$ cat config.mk
export PLATFORM = sky130hd
export DESIGN_NAME = stack_exec
export DESIGN_NICKNAME = d
export VERILOG_FILES = /design/src/rtl/wasm_stack_pkg.sv /design/src/rtl/stack_alu.sv /design/src/rtl/stack_exec.sv
export SDC_FILE = /design/constraint.sdc
export NUM_CORES = 1
export LEC_CHECK = 0
export BUFFER_PORTS_ARGS = -buffer_cell sky130_fd_sc_hd__buf_4
export CAP_MARGIN = 20
export CORE_ASPECT_RATIO = 1.5
export CORE_MARGIN = 3
export CORE_UTILIZATION = 45
export DETAILED_ROUTE_END_ITERATION = 16
export GPL_ROUTABILITY_DRIVEN = 0
export HOLD_SLACK_MARGIN = 0.03
export MAX_ROUTING_LAYER = met4
export PLACE_DENSITY = 0.68
export SLEW_MARGIN = 20
export SYNTH_ARGS = -nofsm -noshare
export SYNTH_HDL_FRONTEND = slang
export SYNTH_HIERARCHICAL = 1
export SYNTH_SLANG_ARGS = --single-unit
export TNS_END_PERCENT = 1
$ cat constraint.sdc
create_clock -name clk -period 5.4 [get_ports clk]
set_clock_uncertainty 0.1 [all_clocks]
set_input_delay 0.27 -clock clk [delete_from_list [all_inputs] [get_ports clk]]
set_output_delay 0.27 -clock clk [all_outputs]
set_load 0.02 [all_outputs]
$ cat src/rtl/wasm_stack_pkg.sv
// Shared opcode, FSM state and trap-code definitions for the WASM operand-stack sequencer.
package wasm_stack_pkg;

    localparam logic [3:0] OP_NOP   = 4'h0;
    localparam logic [3:0] OP_CONST = 4'h1;
    localparam logic [3:0] OP_DROP  = 4'h2;
    localparam logic [3:0] OP_ADD   = 4'h3;
    localparam logic [3:0] OP_SUB   = 4'h4;
    localparam logic [3:0] OP_AND   = 4'h5;
    localparam logic [3:0] OP_OR    = 4'h6;
    localparam logic [3:0] OP_XOR   = 4'h7;
    localparam logic [3:0] OP_EQZ   = 4'h8;
    localparam logic [3:0] OP_EQ    = 4'h9;
    localparam logic [3:0] OP_LT_S  = 4'hA;
    localparam logic [3:0] OP_LT_U  = 4'hB;
    localparam logic [3:0] OP_SHL   = 4'hC;

    typedef enum logic [2:0] {
        ST_IDLE   = 3'd0,
        ST_FETCH2 = 3'd1,
        ST_EXEC   = 3'd2,
        ST_POP    = 3'd3,
        ST_SETTLE = 3'd4,
        ST_TRAP   = 3'd5
    } state_t;

    localparam logic [1:0] TRAP_NONE    = 2'd0;
    localparam logic [1:0] TRAP_UNDER   = 2'd1;
    localparam logic [1:0] TRAP_OVER    = 2'd2;
    localparam logic [1:0] TRAP_ILLEGAL = 2'd3;

    // Two-operand ops consume second and top and leave one result.
    function automatic logic is_binary(input logic [3:0] op);
        return ((op >= OP_ADD) && (op <= OP_XOR)) || ((op >= OP_EQ) && (op <= OP_SHL));
    endfunction

endpackage

$ cat src/rtl/stack_alu.sv
// Combinational i32 ALU: a is the deeper stack word, b the top word.
module stack_alu
    import wasm_stack_pkg::*;
#(
    parameter int WIDTH = 32
) (
    input  logic [3:0]       op,
    input  logic [WIDTH-1:0] a,
    input  logic [WIDTH-1:0] b,
    output logic [WIDTH-1:0] result
);

    localparam int SHW = $clog2(WIDTH);
    localparam logic [WIDTH-1:0] ONE = {{(WIDTH-1){1'b0}}, 1'b1};

    always_comb begin
        result = '0;
        case (op)
            OP_ADD:  result = a + b;
            OP_SUB:  result = a - b;
            OP_AND:  result = a & b;
            OP_OR:   result = a | b;
            OP_XOR:  result = a ^ b;
            OP_EQZ:  result = (b == '0) ? ONE : '0;
            OP_EQ:   result = (a == b) ? ONE : '0;
            OP_LT_S: result = ($signed(a) < $signed(b)) ? ONE : '0;
            OP_LT_U: result = (a < b) ? ONE : '0;
            OP_SHL:  result = a << b[SHW-1:0];
            default: result = '0;
        endcase
    end

endmodule

$ cat src/rtl/stack_exec.sv
// Operand-stack execution sequencer: accepts one opcode at a time (valid/ready) and drives
// single-command steps into the BRAM stack; faults are sticky until reset.
module stack_exec
    import wasm_stack_pkg::*;
#(
    parameter int DEPTH_LOG2 = 5,
    parameter int WIDTH      = 32
) (
    input  logic                  clk,
    input  logic                  reset,
    // Handshake: an opcode transfers on a rising edge where op_valid && op_ready.
    input  logic                  op_valid,
    output logic                  op_ready,
    input  logic [3:0]            op_code,
    input  logic [WIDTH-1:0]      op_imm,
    output logic                  stk_push,
    output logic [WIDTH-1:0]      stk_push_data,
    output logic                  stk_pop,
    output logic                  stk_read_second,
    output logic                  stk_write_top,
    output logic                  stk_write_second,
    output logic [WIDTH-1:0]      stk_write_data,
    input  logic [WIDTH-1:0]      stk_top,
    input  logic [WIDTH-1:0]      stk_second,
    input  logic [DEPTH_LOG2-1:0] stk_depth,
    output logic                  trap,
    output logic [1:0]            trap_code,
    output logic                  retired,
    output logic [2:0]            dbg_state
);

    localparam logic [DEPTH_LOG2-1:0] DEPTH_FULL = {DEPTH_LOG2{1'b1}};
    localparam logic [DEPTH_LOG2-1:0] DEPTH_TWO  = DEPTH_LOG2'(2);

    state_t           state_q, state_d;
    logic [3:0]       op_q, op_d;
    logic [WIDTH-1:0] imm_q, imm_d;
    logic [1:0]       trap_code_q, trap_code_d;
    logic [1:0]       check_code;
    logic [WIDTH-1:0] alu_result;

    stack_alu #(.WIDTH(WIDTH)) u_alu (
        .op     (op_q),
        .a      (stk_second),
        .b      (stk_top),
        .result (alu_result)
    );

    // Legality of the offered opcode against the current stack depth.
    always_comb begin
        check_code = TRAP_NONE;
        if (op_code > OP_SHL) begin
            check_code = TRAP_ILLEGAL;
        end else if (is_binary(op_code)) begin
            if (stk_depth < DEPTH_TWO) check_code = TRAP_UNDER;
        end else if ((op_code == OP_DROP) || (op_code == OP_EQZ)) begin
            if (stk_depth == '0) check_code = TRAP_UNDER;
        end else if (op_code == OP_CONST) begin
            if (stk_depth == DEPTH_FULL) check_code = TRAP_OVER;
        end
    end

    always_comb begin
        state_d     = state_q;
        op_d        = op_q;
        imm_d       = imm_q;
        trap_code_d = trap_code_q;
        case (state_q)
            ST_IDLE: begin
                if (op_valid) begin
                    op_d  = op_code;
                    imm_d = op_imm;
                    if (check_code != TRAP_NONE) begin
                        state_d     = ST_TRAP;
                        trap_code_d = check_code;
                    end else if (is_binary(op_code)) begin
                        state_d = ST_FETCH2;
                    end else if (op_code == OP_EQZ) begin
                        state_d = ST_EXEC;
                    end else if ((op_code == OP_CONST) || (op_code == OP_DROP)) begin
                        state_d = ST_POP;
                    end else begin
                        state_d = ST_SETTLE;
                    end
                end
            end
            ST_FETCH2: state_d = ST_EXEC;
            ST_EXEC:   state_d = is_binary(op_q) ? ST_POP : ST_SETTLE;
            ST_POP:    state_d = ST_SETTLE;
            ST_SETTLE: state_d = ST_IDLE;
            ST_TRAP:   state_d = ST_TRAP;
            default:   state_d = ST_IDLE;
        endcase
    end

    always_ff @(posedge clk) begin
        if (reset) begin
            state_q     <= ST_IDLE;
            op_q        <= OP_NOP;
            imm_q       <= '0;
            trap_code_q <= TRAP_NONE;
        end else begin
            state_q     <= state_d;
            op_q        <= op_d;
            imm_q       <= imm_d;
            trap_code_q <= trap_code_d;
        end
    end

    // Every command line is decoded from the registered state and latched opcode only.
    always_comb begin
        op_ready         = (state_q == ST_IDLE);
        retired          = (state_q == ST_SETTLE);
        trap             = (state_q == ST_TRAP);
        trap_code        = trap_code_q;
        stk_read_second  = (state_q == ST_FETCH2);
        stk_write_second = (state_q == ST_EXEC) && is_binary(op_q);
        stk_write_top    = (state_q == ST_EXEC) && (op_q == OP_EQZ);
        stk_write_data   = (state_q == ST_EXEC) ? alu_result : '0;
        // The POP slot doubles as the push step for CONST.
        stk_push         = (state_q == ST_POP) && (op_q == OP_CONST);
        stk_pop          = (state_q == ST_POP) && (op_q != OP_CONST);
        stk_push_data    = stk_push ? imm_q : '0;
        dbg_state        = state_q;
    end

endmodule

==> out/metrics.json <==
{
  "status": "finished clean",
  "timing_worst_slew_pin_value_ns": 0.931,
  "drtAntennaViolNets": 0,
  "timing.critical_path.from_type": "input port",
  "timing.max_cap.violations": 0,
  "clock_root_buffer": "sky130_fd_sc_hd__clkbuf_16",
  "cts.clk_slew.worst_paths_ns": 0.06,
  "pwr-share-seq_pct": 21.9,
  "dpl.hpwl_um": 28800,
  "critical_path_class": "in2out",
  "finalWirelength_um": 37300,
  "cells_after_synth": 1268,
  "fp.dieW_um": 121,
  "timing.slew.headroom_pct": 37.8,
  "sort_of_element_at_the_end_of_the_critical_path": "output pin",
  "std_cell_rows": 62,
  "ctsLongestPathBuffers": 2,
  "min-delay-path-class": "in2reg",
  "finalWorstPathRequiredPeriod_ns": 4.31,
  "final_util_pct": 54.4,
  "pwr_density_cell_nw_per_um2": 165,
  "synthesis.area_um2": 8860,
  "cts_hold_repair.buffers": 0,
  "min_path_cells": 3,
  "vias_per_cell": 6.48,
  "worst_ep_arrival_time_ns": 3.94,
  "min-delay-start": "op_imm[15]",
  "wl_per_cell_um": 22.7,
  "initial_antenna_violation_count": 0,
  "ff2ff_setup_slack_ns": 3.43,
  "n_antenna_cell": 0,
  "fp.coreArea_um2": 19200,
  "cts_post_setup_buffers_inserted": 0,
  "worstSkewPairLatency_ns": 0.28,
  "maxSlewViolCount": 0,
  "via_count_of_the_first_global_routing_pass": 10200,
  "p_sw_share_pct": 45.5,
  "count_of_pins_on_the_block_boundary": 185,
  "r2r-end": "imm_q[11]",
  "portbufs": 184,
  "finalSetupViolCount": 0,
  "synthToLayoutAreaGrowth_pct": 18.1,
  "leakage_nw": 4.77,
  "synth_sequential_area_ratio_pct": 9.26,
  "detailedRoute.firstIterationViolations": 1419,
  "fmax_ghz": 0.232,
  "grt_first_pass_wirelength_um": 56200,
  "power.net_switching_uw": 785,
  "tritoncts_clock_tree": "done",
  "detail_route.first_pass.iterations": 6,
  "vdd_ir_drop_max_v": 0.000223,
  "rsz0062_at_grt": "no",
  "die_h_um": 178,
  "synth_top_flop_cell": "sky130_fd_sc_hd__dfxtp_1",
  "cp_data_required_time_ns": 5.03,
  "count_of_flip_flops_with_a_built_in_enable_after_synthesis": 0,
  "vias": 10600,
  "endpoint_of_the_worst_hold_path": "imm_q[15]",
  "combinationalPowerShare_pct": 58.0,
  "ratio_of_cells_with_drive_above_1_in_the_final_layout_pct": 18.2,
  "rr_worst_depth": 5,
  "route.detailed.drc": 0,
  "synth_async_sr_flop_share_pct": 0,
  "post_cts_resize_count": 0,
  "yosys.cell_types.count": 82,
  "reg_to_reg_startpoint": "dbg_state[0]",
  "h_tree_depth": 2,
  "cts_made_buffers": 5,
  "overall_fraction_of_global_route_tracks_in_use_pct": 34.2,
  "synth-seq-cells": 41,
  "tritoncts_num_sinks": 41,
  "setup-tns-final_ns": 0,
  "synth_warnings": 6,
  "cell_internal_pwr_uw": 941,
  "post_synth.cell_area_avg_um2": 6.99,
  "grt_max_degree": 41,
  "ratio_of_final_minimum_period_to_clock_period_pct": 79.9,
  "mappedNetlistNets": 1477,
  "pwr-share-clk_pct": 20.0,
  "final_hold_viol_count": 0,
  "start_util_pct": 46.1,
  "fp.dieArea_um2": 21400,
  "finish.net_count": 1596,
  "global_route.overflow_total": 0,
  "critical_path.max_fanout": 38
}
## cells in the mapped netlist, types with 29 or more instances
| cell | number | area share (%) |
|---|---|---|
| sky130_fd_sc_hd__dfxtp_1 | 41 | 9.3 |
| sky130_fd_sc_hd__inv_1 | 102 | 4.3 |
| sky130_fd_sc_hd__clkbuf_1 | 46 | 1.9 |
| sky130_fd_sc_hd__nor3_1 | 33 | 1.9 |
| sky130_fd_sc_hd__nand2_1 | 152 | 6.4 |
| sky130_fd_sc_hd__and2_1 | 72 | 5.1 |
| sky130_fd_sc_hd__o21ai_0 | 57 | 3.2 |
| sky130_fd_sc_hd__nor2_1 | 105 | 4.4 |
| sky130_fd_sc_hd__a21oi_1 | 128 | 7.2 |
| sky130_fd_sc_hd__a221oi_1 | 29 | 2.9 |
| sky130_fd_sc_hd__ha_1 | 99 | 14 |
## stage by stage
| stage | setup slack (ns) | hold WS (ns) | total power [mW] | instance area [um^2] | instances |
|---|---|---|---|---|---|
| 2_1_floorplan | 1.60 | 0.306 | 1.02 | 8860 | 1268 |
| 3_3_place_gp | 1.18 | 0.337 | 1.35 | 10300 | 1636 |
| 3_5_place_dp | 1.19 | 0.342 | 1.35 | 10300 | 1636 |
| 4_1_cts | 1.17 | 0.125 | 1.70 | 10500 | 1644 |
| 5_1_grt | 0.832 | 0.131 | 1.83 | 10500 | 1644 |
| 6_report | 1.09 | 0.130 | 1.73 | 10500 | 1644 |
## power by group through the flow
stage / clock, mW / combinational [mW] / sequential (mW)
floorplan: 0 / 0.650 / 0.373
global placement: 0 / 0.964 / 0.383
detailed placement: 0 / 0.969 / 0.385
CTS: 0.352 / 0.973 / 0.379
global route: 0.365 / 1.08 / 0.385
finish: 0.346 / 1.00 / 0.378
## how the worst max path moves through the flow
| stage | startpoint | end | slack [ns] | cells after the start |
|---|---|---|---|---|
| after floorplan | stk_top[2] | stk_write_data[19] | 1.60 | 15 |
| after global placement | stk_top[0] | stk_write_data[26] | 1.18 | 13 |
| after detailed placement | stk_top[0] | stk_write_data[26] | 1.19 | 13 |
| after CTS | stk_top[0] | stk_write_data[26] | 1.17 | 13 |
| after global routing | stk_top[0] | stk_write_data[26] | 0.83 | 13 |
| final | stk_top[0] | stk_write_data[26] | 1.09 | 13 |
## state kept, by name, indices dropped and copies added, names as in the netlist
signal / count
dbg_state: 3
imm_q: 32
op_q: 4
trap_code: 2
## cell type report
class | instances | area (um^2)
clock buffer | 7 | 143
clock inverter | 1 | 30.0
fill | 1955 | 8780
inverter | 103 | 387
multi-input combinational | 1038 | 7270
sequential | 41 | 821
tap | 256 | 320
timing repair buffer | 198 | 1490
## layout by cell type (no fill, tap or decap), drive strengths merged, types with 5 or more instances in the layout
master	instances
a221oi	29
o21bai	14
a211o	5
o22ai	16
o211ai	24
nand2	152
a22oi	12
o21a	6
dfxtp	41
o21ai	62
buf	198
o31ai	5
nand2b	13
or3	8
inv	103
clkbuf	7
a31oi	9
o221ai	12
a21o	13
nand4	16
a211oi	15
or4	5
xnor2	7
o2111ai	6
a221o	9
mux2i	14
nor4	17
ha	99
and2	74
o41ai	5
a21oi	130
nand3	24
nor2	105
mux4	28
nor2b	11
nor3	34
## worst max-delay path, cell delays in order
cell and delay [ns]:
sky130_fd_sc_hd__buf_4 0.46, sky130_fd_sc_hd__ha_1 0.32, sky130_fd_sc_hd__fa_1 0.23, sky130_fd_sc_hd__o21bai_1 0.10, sky130_fd_sc_hd__a2111oi_0 0.65, sky130_fd_sc_hd__nor2_1 0.20, sky130_fd_sc_hd__o211ai_1 0.39, sky130_fd_sc_hd__nand3_1 0.29
sky130_fd_sc_hd__a21bo_2 0.29, sky130_fd_sc_hd__a221oi_1 0.28, sky130_fd_sc_hd__o211ai_1 0.14, sky130_fd_sc_hd__and2_1 0.15, sky130_fd_sc_hd__buf_4 0.15
## layer usage
metal / vias to the layer above / wire (um) / GRT usage, % / part of all wire [%]
met1: 4864 / 13500 / 39.1 / 36
met5: - / 0 / - / 0
met2: 756 / 17100 / 55.3 / 46
met4: 0 / 2950 / 22.9 / 7.9
met3: 178 / 3840 / 5.01 / 10
li1: 4848 / - / - / -
## logic make-up (layout without fill, tap and decap cells)
group | count (synthesis) | after routing | share of synthesized area [%]
simple gates | 477 | 477 | 26.2
flops | 41 | 41 | 9.26
xor+xnor | 8 | 8 | 0.791
compound gates | 405 | 405 | 30.8
buf+inv | 189 | 309 | 8.78
mux | 46 | 46 | 9.63
fa+ha+maj | 102 | 102 | 14.5
No activity file was read; power rests on OpenSTA's default activity.
